<file path="src/rtl/blake_pkg.sv">
// Shared BLAKE-512 control definitions: FSM state encoding, round counter
// geometry and the default G-core pipeline latency.
package blake_pkg;

  localparam int unsigned CNT_W     = 7;
  localparam int unsigned CNT_LAST  = 127;
  localparam int unsigned G_LAT_DEF = 2;
  localparam int unsigned DRN_W_DEF = 4;

  localparam logic [2:0] ENC_IDLE  = 3'd0;
  localparam logic [2:0] ENC_LOAD  = 3'd1;
  localparam logic [2:0] ENC_ROUND = 3'd2;
  localparam logic [2:0] ENC_DRAIN = 3'd3;
  localparam logic [2:0] ENC_FINAL = 3'd4;
  localparam logic [2:0] ENC_DONE  = 3'd5;

  typedef enum logic [2:0] {
    S_IDLE  = ENC_IDLE,
    S_LOAD  = ENC_LOAD,
    S_ROUND = ENC_ROUND,
    S_DRAIN = ENC_DRAIN,
    S_FINAL = ENC_FINAL,
    S_DONE  = ENC_DONE
  } state_t;

endpackage

</file>
<file path="src/rtl/blake512_round_ctrl.sv">
// Control FSM for the single-G-core BLAKE-512 datapath: accepts a message
// block, then sequences v init, 128 G steps, pipeline drain, finalisation
// and digest hand-off.
// Ports:
//   clk, rstb                 clock, async active-low reset
//   blk_valid/blk_last        block offer from upstream; blk_ready accepts
//   count_done / round_ing    handshake with the sibling blake_counter
//   h_init                    load IV into h (combinational, accept cycle)
//   v_load, final_en          datapath strobes
//   busy                      controller not idle
//   dig_valid / dig_ready     digest hand-off
module blake512_round_ctrl
  import blake_pkg::*;
#(
  parameter int unsigned G_LAT = G_LAT_DEF,
  parameter int unsigned DRN_W = DRN_W_DEF
) (
  input  logic clk,
  input  logic rstb,
  input  logic blk_valid,
  input  logic blk_last,
  output logic blk_ready,
  input  logic count_done,
  output logic round_ing,
  output logic h_init,
  output logic v_load,
  output logic final_en,
  output logic busy,
  output logic dig_valid,
  input  logic dig_ready
);

  // Terminal drain count; unused when the G core has no pipeline.
  localparam logic [DRN_W-1:0] DRN_LAST = (G_LAT > 0) ? DRN_W'(G_LAT - 1) : '0;

  state_t           r_state;
  logic [DRN_W-1:0] r_drain_cnt;
  logic             r_last_q;
  logic             r_first_q;
  logic             r_blk_ready;
  logic             r_round_ing;
  logic             r_v_load;
  logic             r_final_en;
  logic             r_busy;
  logic             r_dig_valid;

  // State and registered strobes; each output is set on the transition
  // into the state that owns it so it is valid for that state's cycles.
  always_ff @(posedge clk or negedge rstb) begin
    if (!rstb) begin
      r_state     <= S_IDLE;
      r_drain_cnt <= '0;
      r_last_q    <= 1'b0;
      r_first_q   <= 1'b1;
      r_blk_ready <= 1'b1;
      r_round_ing <= 1'b0;
      r_v_load    <= 1'b0;
      r_final_en  <= 1'b0;
      r_busy      <= 1'b0;
      r_dig_valid <= 1'b0;
    end else begin
      r_v_load   <= 1'b0;
      r_final_en <= 1'b0;
      case (r_state)
        S_IDLE: begin
          if (blk_valid && r_blk_ready) begin
            r_last_q    <= blk_last;
            r_state     <= S_LOAD;
            r_blk_ready <= 1'b0;
            r_busy      <= 1'b1;
            r_v_load    <= 1'b1;
          end
        end
        S_LOAD: begin
          r_state     <= S_ROUND;
          r_round_ing <= 1'b1;
        end
        S_ROUND: begin
          if (count_done) begin
            r_round_ing <= 1'b0;
            r_drain_cnt <= '0;
            if (G_LAT > 0) begin
              r_state <= S_DRAIN;
            end else begin
              r_state    <= S_FINAL;
              r_final_en <= 1'b1;
            end
          end
        end
        S_DRAIN: begin
          if (r_drain_cnt == DRN_LAST) begin
            r_state    <= S_FINAL;
            r_final_en <= 1'b1;
          end else begin
            r_drain_cnt <= r_drain_cnt + 1'b1;
          end
        end
        S_FINAL: begin
          if (r_last_q) begin
            r_state     <= S_DONE;
            r_dig_valid <= 1'b1;
            r_first_q   <= 1'b1;
          end else begin
            // Next block of the same message chains from the current h.
            r_state     <= S_IDLE;
            r_blk_ready <= 1'b1;
            r_busy      <= 1'b0;
            r_first_q   <= 1'b0;
          end
        end
        S_DONE: begin
          if (dig_ready) begin
            r_state     <= S_IDLE;
            r_dig_valid <= 1'b0;
            r_blk_ready <= 1'b1;
            r_busy      <= 1'b0;
          end
        end
        default: begin
          r_state     <= S_IDLE;
          r_blk_ready <= 1'b1;
          r_round_ing <= 1'b0;
          r_busy      <= 1'b0;
          r_dig_valid <= 1'b0;
        end
      endcase
    end
  end

  // IV load must land in the accept cycle, ahead of v_load.
  assign h_init    = blk_valid & r_blk_ready & r_first_q;

  assign blk_ready = r_blk_ready;
  assign round_ing = r_round_ing;
  assign v_load    = r_v_load;
  assign final_en  = r_final_en;
  assign busy      = r_busy;
  assign dig_valid = r_dig_valid;

endmodule

</file>
<file path="config.mk">
export PLATFORM = sky130hd
export DESIGN_NAME = blake512_round_ctrl
export DESIGN_NICKNAME = d
export VERILOG_FILES = /design/src/rtl/blake_pkg.sv /design/src/rtl/blake512_round_ctrl.sv
export SDC_FILE = /design/constraint.sdc
export NUM_CORES = 1
export LEC_CHECK = 0
export BUFFER_PORTS_ARGS = -buffer_cell sky130_fd_sc_hd__buf_2
export CORE_MARGIN = 8
export CORE_UTILIZATION = 45
export CTS_CLUSTER_SIZE = 25
export DETAILED_ROUTE_END_ITERATION = 8
export GPL_TIMING_DRIVEN = 0
export PLACE_DENSITY = 0.77
export SETUP_SLACK_MARGIN = 0.02
export SYNTH_ARGS = -nofsm -noshare
export SYNTH_HDL_FRONTEND = slang
export SYNTH_SLANG_ARGS = --single-unit
</file>
<file path="constraint.sdc">
create_clock -name clk -period 1.56 [get_ports clk]
set_input_delay 0.234 -clock clk [delete_from_list [all_inputs] [get_ports clk]]
set_output_delay 0.234 -clock clk [all_outputs]
set_load 0.1 [all_outputs]
</file>
==> impl_metrics.env, run 1 <==
export IMPL_outcome="completed"
export IMPL_end_kind="output port"
export IMPL_yosysUniqueCellTypes=28
export IMPL_slew_violations=0
export IMPL_dr_pass1_iters=4
export IMPL_gp_congestion=0.7529
export IMPL_critPathLaunchType="flop"
export IMPL_synth_warnings=0
export IMPL_initial_core_util_pct=47.04
export IMPL_fillerInstances=152
export IMPL_grt_pass1_wl_mm=2.822
export IMPL_via_count=622
export IMPL_rsz0062_at_grt="true"
export IMPL_place_area_sq_um=884.6
export IMPL_arrival_ps=1290
export IMPL_synth_xor_area_share_pct=0
export IMPL_maxCapViolCount=0
export IMPL_cts_tree="yes"
export IMPL_num_antenna_cells=0
export IMPL_period_share_pct=97.87
export IMPL_final_nets=103
export IMPL_max_slew_margin_pct=67.79
export IMPL_critical_path_class="reg2out"
export IMPL_slowest_delay_ps=650
export IMPL_root_buffer="clkbuf_4"
export IMPL_design_area_sq_um=948.4
export IMPL_synth_top_family_by_area="simple AND/OR/NAND/NOR gates"
export IMPL_wl_per_cell_microns=14.84
export IMPL_crit_chain="and3_4 -> buf_12"
export IMPL_required_ps=1330
export IMPL_clock_sinks=15
export IMPL_grt_total_usage_pct=10.86
export IMPL_drcViolationCount=0
export IMPL_seq_area_sq_um=381.6
export IMPL_hold_path_class="in2reg"
export IMPL_path_clk_slew_ps=90
export IMPL_netlist_instances=76
export IMPL_multiInputGateArea_sq_um=365.4
export IMPL_netlist_area_sq_um=794.5
export IMPL_largest_reg_flops=4
export IMPL_skew_ps=0.7503
export IMPL_fin_util_pct=56.15
export IMPL_drtIter0Drc=20
export IMPL_vias_per_cell=5.604
export IMPL_crit_buf_inv=1
export IMPL_fin_crit_ps=1527
export IMPL_setup_viol=0
export IMPL_first_global_vias=637
export IMPL_crit_family="flip-flops"
export IMPL_fp_row_count=15
export IMPL_synth_seq_cells=15
export IMPL_die_h_microns=58.02
export IMPL_synth_compound_area_share_pct=17.95
export IMPL_cp_max_fo=5
export IMPL_cts_buffer_depth=2
export IMPL_max_freq_ghz=0.6550
export IMPL_core_area_sq_mm=0.001689
export IMPL_fp_dieArea_sq_mm=0.003366
export IMPL_synth_fa_ha_area_share_pct=3.150
export IMPL_antenna_left=0
export IMPL_yosys_area_share_simple_pct=21.10
export IMPL_tightest_slew_ps=486.4
export IMPL_dpl_hpwl_mm=1.198
export IMPL_fin_tns_setup_ps=0
export IMPL_fin_cells=111
export IMPL_port_buffers=12
export IMPL_routed_wl_mm=1.647
export IMPL_antenna_found_initial=0
export IMPL_synth_area_mux_share_pct=2.835
export IMPL_critPathSlowestCell="dfstp_4"
export IMPL_grt_remaining_overflow=0
export IMPL_drive_above_1_share_pct=31.91
export IMPL_io_pins=13
export IMPL_cts_max_level=1
export IMPL_grt_max_degree=16
export IMPL_dpl_cell_count=105
export IMPL_syn_area_per_cell_sq_um=10.45
export IMPL_syn_nets=84
export IMPL_ys_seq_area_share_pct=47.56
export IMPL_timing_hold_violations_final=0
export IMPL_cts_made_buffers=3
export IMPL_reg_top3="r_drain_cnt (4), r_state (3)"
export IMPL_die_w_microns=58.02
export IMPL_regMostFlops="r_drain_cnt"
export IMPL_syn2layout_area_growth_pct=19.37
export IMPL_clk_latency_ps=290
[logic make-up (layout without fill, tap and decap cells)]
group                    after synthesis  count (layout)
AO/OA/AOI/OAI                         22              22
adder cells (fa/ha/maj)                2               2
buffers and inverters                  9              27
flip-flops                            15              15
multiplexers                           2               2
AND/OR/NAND/NOR                       26              26
[cell usage in the layout, fill, tap and decap left out, drive strengths merged, types with 2 or more instances in the layout]
cell,n
nor2,4
nand3,4
and2b,2
o21ai,7
nand2b,5
ha,2
nand2,5
dfstp,2
mux2,2
o31ai,4
dfrtp,13
a21oi,4
clkbuf,5
inv,6
buf,15
nand3b,2
[per-layer routing]
layer,share of wire (%),GRT usage [%]
met3,3.8,3.311
met4,2.0,6.294
met5,0,0
met2,48,17.20
met1,46,12.65
[layout make-up]
| cell class | instances | share of cell area (%) |
|---|---|---|
| Sequential cell | 15 | 40.24 |
| Buffer | 3 | 3.826 |
| Multi-Input combinational cell | 52 | 38.52 |
| Tap cell | 17 | 2.243 |
| Timing Repair Buffer | 14 | 10.03 |
| Inverter | 6 | 2.375 |
| Clock buffer | 4 | 2.770 |
[per-stage QoR]
stage | setup WS [ps] | hold WS [ps]
floorplan | 99.76 | -61.59
global placement | 92.99 | 158.9
detailed placement | 68.59 | 155.2
CTS | 21.63 | 195.2
global route | 11.99 | 190.2
finish | 33.19 | 185.6
[path summary, 6_finish.rpt]
kind	start	to	slack [ps]	cells past startpoint
worst max register to register	r_state[1]	r_last_q	120	5
max in group asynchronous	rstb	r_first_q	900	2
worst min-delay path	blk_last	r_last_q	190	2
worst max-delay path	blk_ready	h_init	30	2
worst min register to register	dig_valid	dig_valid	550	2
min in group asynchronous	rstb	r_drain_cnt[2]	360	2
[worst register-to-register path, cell delays in order (launching register included)]
cell and delay, ps:
dfrtp_1 430, buf_6 160, nor2_2 170, nand3_1 130, inv_1 100, mux2_2 340
[Yosys cell counts]
library cell  number  area share, %
nand2b_4           2            3.5
o311ai_0           1            1.1
clkbuf_8           1            1.7
a21oi_1            4            2.5
or4b_1             1            1.3
o221ai_1           1            1.1
dfstp_2            2            6.6
mux2_2             2            2.8
or3_1              1           0.79
a211oi_1           1           0.95
ha_1               2            3.1
o21ai_0            7            4.4
o31a_1             1            1.1
a32oi_1            1            1.1
and4bb_2           1            1.6
o211ai_1           1           0.95
inv_1              6            2.8
and2b_2            2            2.2
and3_1             1           0.79
nor2_1             4            1.9
dfrtp_1           13             41
nand3b_1           2            1.9
a21o_1             1           0.95
buf_6              2            2.8
nand2b_1           3            2.4
o31ai_1            4            3.8
nand3_1            4            2.5
nand2_1            5            2.4
[repair_timing]
item	4_1_cts	5_1_grt
gates cloned	0	0
endpoints found under the setup margin	2	3
hold buffers	1	0
gates resized for setup	5	2
hold endpoints to repair	13	0
buffers inserted	0	1
Power of run 1 is left out: the tool's default activity adds up to more than one toggle a clock period on the data nets, which glitch-free logic cannot reach.
==> inputs of run 2 (changes only) <==
--- a/config.mk
+++ b/config.mk
@@ -11,7 +11,7 @@
 export CTS_CLUSTER_SIZE = 25
 export DETAILED_ROUTE_END_ITERATION = 8
 export GPL_TIMING_DRIVEN = 0
-export PLACE_DENSITY = 0.77
+export PLACE_DENSITY = 0.66
 export SETUP_SLACK_MARGIN = 0.02
 export SYNTH_ARGS = -nofsm -noshare
 export SYNTH_HDL_FRONTEND = slang
==> run 2 against run 1 <==
  * Count of clock-buffer cells in the layout is the same
  * Sequential cell count is the same
  * Sequential share of layout area is the same
  * Global-route usage shrank 0.51 points
  * Die area is the same
  * First-iteration DRC count shrank 5.0%
  * Routed wire length shrank 2.7%
  * Clock skew grew 0.92 ps
  * Fmax grew 1.4%
  * Critical path depth is the same
==> impl_metrics.env, run 2 (synthesis gave the netlist of run 1 again) <==
export IMPL_timing_hold_ws_ps=183.3
export IMPL_multiInputGateArea_sq_um=365.4
export IMPL_via_count=625
export IMPL_initial_core_util_pct=47.04
export IMPL_die_h_microns=58.02
export IMPL_cts_tree="yes"
export IMPL_met1_usage_pct=13.65
export IMPL_clk_latency_ps=280
export IMPL_worstHoldPathCells=2
export IMPL_first_global_vias=600
export IMPL_final_nets=103
export IMPL_num_antenna_cells=0
export IMPL_drive_above_1_share_pct=31.91
export IMPL_drtIter0Drc=19
export IMPL_fillerInstances=148
export IMPL_critPathSlowestCell="dfstp_4"
export IMPL_slowest_delay_ps=640
export IMPL_vias_per_cell=5.631
export IMPL_die_w_microns=58.02
export IMPL_max_slew_margin_pct=67.75
export IMPL_grt_remaining_overflow=0
export IMPL_fin_cells=111
export IMPL_hp_start="blk_last"
export IMPL_core_area_sq_mm=0.001689
export IMPL_dr_pass1_iters=4
export IMPL_syn2layout_area_growth_pct=19.37
export IMPL_r2r_end="r_drain_cnt[0]"
export IMPL_end_kind="output port"
export IMPL_reg2reg_depth=4
export IMPL_mostFrequentLayoutCells="dfrtp_1, buf_2, o21ai_0"
export IMPL_grt_pass1_wl_mm=2.739
export IMPL_use_met2_pct=14.49
export IMPL_hold_end="r_last_q"
export IMPL_grt_total_usage_pct=10.35
export IMPL_dpl_hpwl_mm=1.147
export IMPL_fin_crit_ps=1506
export IMPL_path_clk_slew_ps=90
export IMPL_gp_congestion=0.8138
export IMPL_timing_rr_start="r_drain_cnt[0]"
export IMPL_wl_per_cell_microns=14.43
export IMPL_critPathLaunchType="flop"
export IMPL_slew_violations=0
export IMPL_regMostFlops="r_drain_cnt"
export IMPL_drcViolationCount=0
export IMPL_final_common_cell="dfrtp_1"
export IMPL_crit_chain="and3_4 -> buf_12"
export IMPL_cts_made_buffers=3
export IMPL_rsz0062_at_grt="false"
export IMPL_root_buffer="clkbuf_4"
export IMPL_outcome="completed"
export IMPL_fin_tns_setup_ps=0
export IMPL_cts_buffer_depth=2
export IMPL_maxCapViolCount=0
export IMPL_dp_slack_ps=41.05
export IMPL_crit_family="flip-flops"
export IMPL_critical_path_class="reg2out"
export IMPL_crit_buf_inv=1
export IMPL_max_freq_ghz=0.6639
export IMPL_antenna_left=0
export IMPL_dpl_cell_count=105
export IMPL_antenna_found_initial=0
export IMPL_routed_wl_mm=1.602
export IMPL_fp_row_count=15
export IMPL_port_buffers=12
export IMPL_grt_max_degree=16
export IMPL_arrival_ps=1270
export IMPL_fp_dieArea_sq_mm=0.003366
export IMPL_use_met3_pct=2.870
export IMPL_period_share_pct=96.56
export IMPL_largest_reg_flops=4
export IMPL_seq_area_sq_um=381.6
export IMPL_top_usage_layer="met2"
export IMPL_reg_top3="r_drain_cnt (4), r_state (3)"
export IMPL_setup_viol=0
export IMPL_tightest_slew_ps=487.0
export IMPL_hold_path_class="in2reg"
export IMPL_cp_max_fo=4
export IMPL_skew_ps=1.671
export IMPL_clock_sinks=15
export IMPL_cts_max_level=1
export IMPL_r2r_slack_ps=110
export IMPL_io_pins=13
export IMPL_required_ps=1330
export IMPL_layout_setup_ws_ps=53.64
export IMPL_timing_hold_violations_final=0
## run 2: cell counts in the layout (fill, tap and decap cells not counted)
No cell type changed its count.
## run 2: through the flow
stage | utilization [%] | cell area (sq um)
floorplan | - | 803.3
global placement | 52.37 | 884.6
detailed placement | 52.37 | 884.6
CTS | 55.56 | 938.4
global route | 56.15 | 948.4
finish | 56.15 | 948.4
## run 2: worst max-delay path by stage
stage                          start        to  slack, ps  cells after the start
after CTS                  blk_ready    h_init         30                      2
after floorplan            blk_ready    h_init        100                      1
final                      blk_ready    h_init         50                      2
after global placement    r_state[1]  r_last_q         60                      5
after detailed placement  r_state[1]  r_last_q         40                      5
after global routing       blk_ready    h_init         20                      2
## run 2: routing by layer
layer  vias up  share of wire [%]
met5         -                  0
met4         0               0.81
met3         2                4.7
met2        16                 44
met1       301                 50
li1        306                  -
## run 2: layout make-up
class	instances	area share, %
plain buffers	3	3.826
clock buffers	4	2.770
inverters	6	2.375
multi-input cells	52	38.52
flip-flops and latches	15	40.24
well taps	17	2.243
repair buffers	14	10.03
## run 2: worst register-to-register path, cell delays in order (launching register included)
cell,delay (ps)
dfrtp_1,430
ha_1,220
and4bb_2,260
o31ai_1,260
o21ai_0,150
## run 2: repair_timing
| action | in CTS | in global routing |
|---|---|---|
| hold buffers | 1 | 0 |
| endpoints found under the setup margin | 2 | 3 |
| buffers inserted | 0 | 1 |
| hold endpoints to repair | 13 | 0 |
| resized for setup | 5 | 2 |
Power of run 2 is left out for the same reason.
==> inputs of run 3 (changes only) <==
--- a/config.mk
+++ b/config.mk
@@ -5,6 +5,7 @@
 export SDC_FILE = /design/constraint.sdc
 export NUM_CORES = 1
 export LEC_CHECK = 0
+export ABC_AREA = 1
 export BUFFER_PORTS_ARGS = -buffer_cell sky130_fd_sc_hd__buf_2
 export CORE_MARGIN = 8
 export CORE_UTILIZATION = 45
==> run 3 against run 2 <==
  * Via count grew 5.8%
  * Sequential share of layout area grew 1.7 points
  * First-iteration DRC count shrank 16%
  * Critical path type unchanged
==> impl_metrics.env, run 3 <==
export IMPL_ys_async_sr_fraction_pct=100.0
export IMPL_drive_above_1_share_pct=25.45
export IMPL_gp_congestion=0.8541
export IMPL_slew_violations=0
export IMPL_vias_per_cell=5.205
export IMPL_largest_reg_flops=4
export IMPL_arrival_ps=1270
export IMPL_grt_pass1_wl_mm=2.704
export IMPL_max_slew_margin_pct=67.80
export IMPL_syn_area_per_cell_sq_um=8.126
export IMPL_timing_hold_violations_final=0
export IMPL_powerDensity_mw_per_mm2=2285
export IMPL_maxCapViolCount=0
export IMPL_regMostFlops="r_drain_cnt"
export IMPL_place_area_sq_um=855.8
export IMPL_period_share_pct=96.64
export IMPL_outcome="completed"
export IMPL_final_common_cell="nand2_1"
export IMPL_path_clk_slew_ps=90
export IMPL_cts_max_level=1
export IMPL_max_freq_ghz=0.6633
export IMPL_syn_nets=101
export IMPL_netlist_area_sq_um=755.7
export IMPL_timing_hold_ws_ps=139.0
export IMPL_cts_buffer_depth=2
export IMPL_grt_remaining_overflow=0
export IMPL_fp_row_count=15
export IMPL_dp_slack_ps=131.2
export IMPL_grt_max_degree=16
export IMPL_synth_seq_cells=15
export IMPL_first_global_vias=654
export IMPL_fin_util_pct=55.15
export IMPL_antenna_found_initial=0
export IMPL_wl_met1_microns=677
export IMPL_cp_max_fo=4
export IMPL_syn2layout_area_growth_pct=20.53
export IMPL_dpl_hpwl_mm=1.169
export IMPL_routed_wl_mm=1.521
export IMPL_hold_path_class="in2reg"
export IMPL_leakagePower_nw=0.5137
export IMPL_power_mw=2.082
export IMPL_root_buffer="clkbuf_4"
export IMPL_highest_layer="met4"
export IMPL_wl_met2_microns=754
export IMPL_yosysUniqueCellTypes=19
export IMPL_synth_edf_count=0
export IMPL_dr_pass1_iters=7
export IMPL_cts_tree="yes"
export IMPL_core_area_sq_mm=0.001652
export IMPL_postCtsSetupRepairBufs=0
export IMPL_end_kind="output port"
export IMPL_final_nets=119
export IMPL_mostFrequentLayoutCells="nand2_1, dfrtp_1, nand3_1"
export IMPL_port_buffers=12
export IMPL_die_w_microns=56.98
export IMPL_synth_warnings=0
export IMPL_drtIter0Drc=16
export IMPL_required_ps=1330
export IMPL_r2r_slack_ps=320
export IMPL_clock_sinks=15
export IMPL_critPathLaunchType="flop"
export IMPL_io_pins=13
export IMPL_ir_drop_v=0.001064
export IMPL_grt_total_usage_pct=10.25
export IMPL_fillerInstances=165
export IMPL_synth_main_ff_cell="dfrtp_1"
export IMPL_wl_met3_microns=53
export IMPL_via_count=661
export IMPL_antenna_left=0
export IMPL_clk_latency_ps=280
export IMPL_reg_top3="r_drain_cnt (4), r_state (3)"
export IMPL_fin_crit_ps=1508
export IMPL_design_area_sq_um=910.9
export IMPL_fin_tns_setup_ps=0
export IMPL_initial_core_util_pct=45.76
export IMPL_die_h_microns=56.98
export IMPL_fin_cells=127
export IMPL_yosys_area_top_type="dfrtp_1"
export IMPL_cts_made_buffers=3
export IMPL_setup_viol=0
export IMPL_rsz0062_at_grt="true"
export IMPL_yosysTopAreaCellShare_pct=43.05
export IMPL_fp_dieArea_sq_mm=0.003247
export IMPL_ys_top_cells_by_count="nand2_1, dfrtp_1, nand3_1"
export IMPL_skew_ps=2.682
export IMPL_netlist_instances=93
export IMPL_synth_area_leaders="dfrtp_1, nand2_1, nand3_1, dfstp_2, inv_1"
export IMPL_wl_per_cell_microns=11.98
export IMPL_layout_setup_ws_ps=52.35
export IMPL_drcViolationCount=0
export IMPL_num_antenna_cells=0
export IMPL_ys_seq_area_share_pct=50.00
export IMPL_dpl_cell_count=122
export IMPL_yosysMostFrequentCell="nand2_1"
export IMPL_critical_path_class="reg2out"
export IMPL_tightest_slew_ps=486.4
[run 3: repair_timing]
item                                    in CTS  in global routing
endpoints found under the hold margin       13                  0
hold buffers                                 1                  0
endpoints found under the setup margin       2                  1
pin swaps                                    1                  0
gates resized for setup                      5                  0
[run 3: path summary, 6_finish.rpt]
path	start	endpoint	cells after the start
max	blk_ready	h_init	3
min	blk_last	r_last_q	3
max reg2reg	r_drain_cnt[1]	r_state[0]	7
min reg2reg	busy	busy	2
max in group asynchronous	rstb	r_first_q	2
min in group asynchronous	rstb	r_state[2]	2
[run 3: final cells by class]
type / count / area, sq um / share of cell area, %
tap: 17 / 21.27 / 2.335
timing repair buffer: 13 / 87.58 / 9.615
multi-input combinational: 68 / 355.3 / 39.01
sequential: 15 / 381.6 / 41.90
clock buffer: 3 / 22.52 / 2.473
clock inverter: 1 / 5.005 / 0.5495
inverter: 10 / 37.54 / 4.121
[run 3: metal layers]
layer	GRT usage, %	vias to the layer above
li1	-	339
met2	16.43	11
met1	12.20	306
met3	2.217	5
met4	6.040	0
met5	0	-
[run 3: cells by family (layout without fill, tap and decap cells)]
group           count (synthesis)  in the layout  synth area share, %
flops                          15             15                50.00
xor+xnor                        1              1                1.159
compound gates                 11             11                8.609
buf+inv                        10             27                4.966
fa+ha+maj                       2              2                3.311
simple gates                   54             54                31.95
[run 3: report_power, final]
part | switching [mW] | internal [mW]
Clock | 0.129 | 0.0953
Sequential | 0.148 | 0.554
Combinational | 0.869 | 0.286
[run 3: critical path, stage by stage (launching register included)]
cell and delay, ps:
dfstp_4 650, nand2_4 60, nor2_4 100, buf_12 180
Power figures use the tool's default switching activity.
